<file path="src/rtl/dcache_dual_core_arb_pkg.sv">
// Shared constants for the dual-core dcache request arbiter and its round-robin grant block.
package dcache_dual_core_arb_pkg;

  localparam int unsigned DCACHE_ARB_TAG_BITS_DEF = 14;
  localparam int unsigned DCACHE_ARB_CORE_ID_BIT  = DCACHE_ARB_TAG_BITS_DEF;

  localparam logic CORE0 = 1'b0;
  localparam logic CORE1 = 1'b1;

  function automatic logic [1:0] core_onehot(input logic id);
    return (id == CORE1) ? 2'b10 : 2'b01;
  endfunction

endpackage

</file>
<file path="src/rtl/dcache_dual_core_arb_rr_arb2.sv">
// rr_arb2: two-input round-robin grant; pointer favours the core not granted last.
module rr_arb2
  import dcache_dual_core_arb_pkg::*;
(
  input  logic       clk,
  input  logic       rst_n,
  input  logic [1:0] i_req,
  input  logic       i_accept,
  output logic [1:0] o_gnt,
  output logic       o_gnt_id
);

  logic r_ptr;
  logic w_gnt_id;

  always_comb begin
    w_gnt_id = CORE0;
    if (i_req[0] && i_req[1]) begin
      w_gnt_id = r_ptr;
    end else if (i_req[1]) begin
      w_gnt_id = CORE1;
    end
  end

  assign o_gnt    = i_req & core_onehot(w_gnt_id);
  assign o_gnt_id = w_gnt_id;

  always_ff @(posedge clk or negedge rst_n) begin
    if (!rst_n) begin
      r_ptr <= CORE0;
    end else if (i_accept) begin
      r_ptr <= ~w_gnt_id;
    end
  end

endmodule

</file>
<file path="src/rtl/dcache_dual_core_arb.sv">
// Registered round-robin arbiter: two cores onto one dcache request port, responses steered by tag MSB.
// Optional perf counters when DCACHE_ARB_PERF_EN is defined.
module dcache_dual_core_arb
  import dcache_dual_core_arb_pkg::*;
#(
  parameter int unsigned CORE_TAG_BITS = DCACHE_ARB_CORE_ID_BIT,
  parameter int unsigned ADDR_BITS     = 32,
  parameter int unsigned DATA_BITS     = 128,
  parameter int unsigned OP_BITS       = 4
) (
  input  logic                     clk,
  input  logic                     reset_n,
  input  logic                     reset_core0,
  input  logic                     reset_core1,
  input  logic                     core0_req_val,
  output logic                     core0_req_rdy,
  input  logic [OP_BITS-1:0]       core0_req_op,
  input  logic [ADDR_BITS-1:0]     core0_req_addr,
  input  logic [DATA_BITS-1:0]     core0_req_data,
  input  logic [DATA_BITS/8-1:0]   core0_req_wmask,
  input  logic [CORE_TAG_BITS-1:0] core0_req_tag,
  input  logic                     core1_req_val,
  output logic                     core1_req_rdy,
  input  logic [OP_BITS-1:0]       core1_req_op,
  input  logic [ADDR_BITS-1:0]     core1_req_addr,
  input  logic [DATA_BITS-1:0]     core1_req_data,
  input  logic [DATA_BITS/8-1:0]   core1_req_wmask,
  input  logic [CORE_TAG_BITS-1:0] core1_req_tag,
  output logic                     dc_req_val,
  input  logic                     dc_req_rdy,
  output logic [OP_BITS-1:0]       dc_req_op,
  output logic [ADDR_BITS-1:0]     dc_req_addr,
  output logic [DATA_BITS-1:0]     dc_req_data,
  output logic [DATA_BITS/8-1:0]   dc_req_wmask,
  output logic [CORE_TAG_BITS:0]   dc_req_tag,
  input  logic                     dc_resp_val,
  input  logic [DATA_BITS-1:0]     dc_resp_data,
  input  logic [CORE_TAG_BITS:0]   dc_resp_tag,
  output logic                     core0_resp_val,
  output logic                     core1_resp_val,
  output logic [DATA_BITS-1:0]     core_resp_data,
  output logic [CORE_TAG_BITS-1:0] core_resp_tag
`ifdef DCACHE_ARB_PERF_EN
  ,
  input  logic                     perf_clear,
  output logic [31:0]              perf_grant0,
  output logic [31:0]              perf_grant1,
  output logic [31:0]              perf_conflict
`endif
);

  logic                     w_eff_val0;
  logic                     w_eff_val1;
  logic                     w_load;
  logic                     w_accept;
  logic [1:0]               w_gnt;
  logic                     w_gnt_id;

  logic                     r_val;
  logic [OP_BITS-1:0]       r_op;
  logic [ADDR_BITS-1:0]     r_addr;
  logic [DATA_BITS-1:0]     r_data;
  logic [DATA_BITS/8-1:0]   r_wmask;
  logic [CORE_TAG_BITS:0]   r_tag;

  assign w_eff_val0 = core0_req_val & ~reset_core0;
  assign w_eff_val1 = core1_req_val & ~reset_core1;

  // Single-entry output stage refills in the same cycle the dcache drains it.
  assign w_load   = ~r_val | dc_req_rdy;
  assign w_accept = |w_gnt & w_load;

  rr_arb2 u_rr_arb2 (
    .clk      (clk),
    .rst_n    (reset_n),
    .i_req    ({w_eff_val1, w_eff_val0}),
    .i_accept (w_accept),
    .o_gnt    (w_gnt),
    .o_gnt_id (w_gnt_id)
  );

  assign core0_req_rdy = w_gnt[0] & w_load;
  assign core1_req_rdy = w_gnt[1] & w_load;

  always_ff @(posedge clk or negedge reset_n) begin
    if (!reset_n) begin
      r_val   <= 1'b0;
      r_op    <= '0;
      r_addr  <= '0;
      r_data  <= '0;
      r_wmask <= '0;
      r_tag   <= '0;
    end else if (w_load) begin
      r_val <= w_accept;
      if (w_accept) begin
        if (w_gnt_id == CORE1) begin
          r_op    <= core1_req_op;
          r_addr  <= core1_req_addr;
          r_data  <= core1_req_data;
          r_wmask <= core1_req_wmask;
          r_tag   <= {CORE1, core1_req_tag};
        end else begin
          r_op    <= core0_req_op;
          r_addr  <= core0_req_addr;
          r_data  <= core0_req_data;
          r_wmask <= core0_req_wmask;
          r_tag   <= {CORE0, core0_req_tag};
        end
      end
    end
  end

  assign dc_req_val   = r_val;
  assign dc_req_op    = r_op;
  assign dc_req_addr  = r_addr;
  assign dc_req_data  = r_data;
  assign dc_req_wmask = r_wmask;
  assign dc_req_tag   = r_tag;

  assign core0_resp_val = dc_resp_val & (dc_resp_tag[CORE_TAG_BITS] == CORE0) & ~reset_core0;
  assign core1_resp_val = dc_resp_val & (dc_resp_tag[CORE_TAG_BITS] == CORE1) & ~reset_core1;
  assign core_resp_data = dc_resp_data;
  assign core_resp_tag  = dc_resp_tag[CORE_TAG_BITS-1:0];

`ifdef DCACHE_ARB_PERF_EN
  logic [31:0] r_perf_grant0;
  logic [31:0] r_perf_grant1;
  logic [31:0] r_perf_conflict;

  always_ff @(posedge clk or negedge reset_n) begin
    if (!reset_n) begin
      r_perf_grant0   <= '0;
      r_perf_grant1   <= '0;
      r_perf_conflict <= '0;
    end else if (perf_clear) begin
      r_perf_grant0   <= '0;
      r_perf_grant1   <= '0;
      r_perf_conflict <= '0;
    end else begin
      if (core0_req_rdy) r_perf_grant0 <= r_perf_grant0 + 32'd1;
      if (core1_req_rdy) r_perf_grant1 <= r_perf_grant1 + 32'd1;
      if (w_eff_val0 && w_eff_val1) r_perf_conflict <= r_perf_conflict + 32'd1;
    end
  end

  assign perf_grant0   = r_perf_grant0;
  assign perf_grant1   = r_perf_grant1;
  assign perf_conflict = r_perf_conflict;
`endif

endmodule

</file>
<file path="config.mk">
export PLATFORM = sky130hd
export DESIGN_NAME = dcache_dual_core_arb
export DESIGN_NICKNAME = d
export VERILOG_FILES = /design/src/rtl/dcache_dual_core_arb_pkg.sv /design/src/rtl/dcache_dual_core_arb_rr_arb2.sv /design/src/rtl/dcache_dual_core_arb.sv
export SDC_FILE = /design/constraint.sdc
export NUM_CORES = 1
export LEC_CHECK = 0
export CAP_MARGIN = 0
export CELL_PAD_IN_SITES_DETAIL_PLACEMENT = 0
export CELL_PAD_IN_SITES_GLOBAL_PLACEMENT = 1
export CORE_AREA = 2 2 345 347
export CTS_BUF_LIST = sky130_fd_sc_hd__clkbuf_4
export CTS_CLUSTER_SIZE = 28
export DETAILED_ROUTE_END_ITERATION = 8
export DIE_AREA = 0 0 347 349
export PLACE_DENSITY = 0.41
export SLEW_MARGIN = 20
export SYNTH_ARGS = -nofsm -noshare
export SYNTH_HDL_FRONTEND = slang
export SYNTH_SLANG_ARGS = --single-unit
export TNS_END_PERCENT = 1
</file>
<file path="constraint.sdc">
create_clock -name clk -period 2.82 [get_ports clk]
set_input_delay 0.564 -clock clk [delete_from_list [all_inputs] [get_ports clk]]
set_output_delay 0.564 -clock clk [all_outputs]
set_load 0.05 [all_outputs]
</file>
==> flow_metrics.tcl <==
set metrics [dict create \
    gr-total-overflow 0 \
    max_stage_delay_ns 0.82 \
    synth-seq-cells 197 \
    slew_viol_final 0 \
    p_comb_share_pct 45.9 \
    worst-path-max-fanout 2 \
    wl_per_cell_um 22.1 \
    critPathRequiredTime_ns 2.26 \
    gp_congestion 0.842 \
    worst_hold_path_type "in -> async" \
    yosys-top-cells-area "dfrtp_1 53%, a222oi_1 20%, buf_4 12%" \
    route.vias.total 8822 \
    cts_buffers 17 \
    crit_type "reg -> out" \
    fmaxAchievable_mhz 383 \
    drt-total-wl_um 62500 \
    drtPass1Iterations 8 \
    final_area_mm2 0.0162 \
    finalNetCount 1815 \
    cts_max_level 4 \
    setup_viol 0 \
    holdWs_ns 0.227 \
    fin_cells 2831 \
    die_y_um 349 \
    skew_ns 0.0329 \
    outcome "complete, no violations" \
    grt_pass1_wl_um 82200 \
    post_drt_via_cell_ratio 3.12 \
    seqCellArea_mm2 0.00493 \
    final_hold_viol_count 0 \
    die_w_um 347 \
    grt_antenna_before_repair 7 \
    max-clock-path-buffers 2 \
    p_per_area_mw_per_mm2 629 \
    drv_cap 0 \
    postRouteAntennaNets 0 \
    worstMarginPinSlew_ns 0.763 \
    period_share_pct 92.5 \
    grt_pass1_vias 9449 \
    cts_tree "done" \
    synth.net_count 1372 \
    area_growth_syn_to_layout_pct 75.7 \
    drc 0 \
    syn_area_per_cell_um2 11.1 \
    relSlewSlack_pct 49.3 \
    syn_inst 833 \
    syn-cell-area_mm2 0.00925 \
    tns_ns 0 \
    power_leakage_nw 7.25 \
    dpl.hpwl_um 50900 \
    p_switching_w 0.00474 \
    drt_iter0_markers 1160 \
    grt_start_max_net_pins 86 \
    pin_count 881 \
    met1Wirelength_um 20000 \
    synth_top_area_share_pct 53.3 \
    clockRootBuffer "clkbuf_4" \
    crit_buf_inv 1 \
    crit_arrival_ns 2.05 \
    clkTransAtPathRegs_ns 0.20 \
    ir_drop_mv 0.296 \
    multi_input_area_mm2 0.00220 \
    dp_cells 2785 \
    ys.warnings.count 0 \
    swShare_pct 46.5 \
    worstSetupStartpointType "register" \
    seq_power_share_pct 36.4 \
    post-synth-top-area-cell "dfrtp_1" \
    path_delay_family "buffers and inverters" \
    die_area_mm2 0.121 \
    wl_met2_um 32900 \
    end_kind "output port" \
    grt.total_usage_pct 10.0 \
    fin_ws_ns 0.210 \
    clk_latency_ns 0.83 \
    crit_chain "clkdlybuf4s50_1" \
    post-route-min-period_ns 2.61 \
    start_util_pct 7.87 \
    num_rows 126 \
    portBuffers 596 \
    wl_met3_um 6810 \
    place_ws_ns 0.0952 \
    drive_gt1_share_pct 7.06 \
    highest_layer "met5" \
    power.internal_w 0.00547 \
    core_area_mm2 0.117 \
    ys_seq_area_share_pct 53.3 \
    dpl_cell_area_mm2 0.0160 \
    clock_power_share_pct 17.7 \
    crit_slowest_cell "clkdlybuf4s50_1" \
    final.fill_count 13255 \
    synth.distinct_cells 20 \
    cts.sinks 197 \
]
placed cells by master, fill, tap and decap left out, types with 3 or more instances in the layout:
cell / count
a21oi_1: 25
a222oi_1: 182
buf_12: 14
buf_4: 37
clkbuf_4: 19
clkdlybuf4s50_1: 429
clkinvlp_4: 3
dfrtp_1: 197
diode_2: 6
dlygate4sd2_1: 145
dlymetal6s2s_1: 3
inv_1: 182
nand2_1: 13
nor2_1: 14
final timing paths:
path / startpoint / to / slack (ns) / cells after the start
min in group clk: core0_req_addr[19] / dc_req_addr[19] / 0.24 / 3
max in group asynchronous: reset_n / dc_req_data[79] / 1.83 / 3
min: reset_n / dc_req_data[120] / 0.23 / 2
min reg2reg: dc_req_tag[14] / dc_req_tag[14] / 0.52 / 1
max reg2reg: dc_req_val / dc_req_data[2] / 0.83 / 7
max: dc_req_data[100] / dc_req_data[100] / 0.21 / 1
layout make-up:
cell class	count	share of cell area [%]
Multi-Input combinational cell	247	13.5
Tap cell	1536	11.8
Timing Repair Buffer	631	38.2
Clock inverter	13	0.916
Antenna cell	6	0.0924
Sequential cell	197	30.3
Inverter	182	4.20
Clock buffer	19	0.878
repair_timing:
action,CTS,global route
endpoints found under the setup margin,147,5
hold buffers,1,0
pin swaps,0,1
hold endpoints to repair,192,0
gates resized for setup,145,4
setup buffers,0,6
gates cloned,0,1
kinds of logic (layout without fill, tap and decap cells):
| kind of cell | count (synthesis) | in the layout | synth area share (%) |
|---|---|---|---|
| AOI/OAI and AO/OA | 212 | 212 | 21.5 |
| DFF | 197 | 197 | 53.3 |
| other | 0 | 6 | 0 |
| buffers and inverters | 389 | 845 | 23.2 |
| and+or+nand+nor | 35 | 35 | 1.98 |
worst register-to-register path, cell delays in order, from the launching register on:
cell,delay [ns]
dfrtp_1,0.39
nor2b_4,0.25
a211oi_4,0.09
buf_12,0.16
buf_4,0.14
buf_12,0.15
a222oi_1,0.63
inv_1,0.07
per-stage QoR:
step | util, % | power (W)
2_1_floorplan | - | 0.00695
3_3_place_gp | 13.6 | 0.00883
6_report | 13.8 | 0.0102
5_1_grt | 13.8 | 0.0108
3_5_place_dp | 13.6 | 0.00883
4_1_cts | 13.7 | 0.0105
state kept, by name, indices dropped and copies added (netlist names):
| register | count |
|---|---|
| dc_req_wmask | 16 |
| u_rr_arb2.r_ptr | 1 |
| dc_req_addr | 32 |
| dc_req_op | 4 |
| dc_req_val | 1 |
| dc_req_tag | 15 |
| dc_req_data | 128 |
power groups by stage:
stage	sequential, W	combinational, W	clock [W]
final	0.00372	0.00469	0.00181
after global routing	0.00379	0.00494	0.00208
after CTS	0.00372	0.00478	0.00200
after detailed placement	0.00378	0.00505	0
after global placement	0.00377	0.00505	0
after floorplan	0.00560	0.00135	0
cells in the mapped netlist:
cell type and n:
nand3b_1 1, nor2b_2 1, clkbuf_1 12, nor3b_1 1
nand2b_4 2, a222oi_1 182, buf_2 37, inv_1 182
nor3_2 1, a21oi_1 25, buf_4 145, nor2_1 14
a21o_1 3, buf_6 13, nand2_1 13, dfrtp_1 197
a211oi_2 1, o21ai_0 1, and2b_1 1, nor3b_2 1
per-layer routing:
layer / GRT usage, % / up-vias
li1: - / 3812
met1: 8.99 / 4293
met2: 18.4 / 631
met3: 4.88 / 84
met4: 5.32 / 2
met5: 0 / -
(Power assumes the default switching activity.)
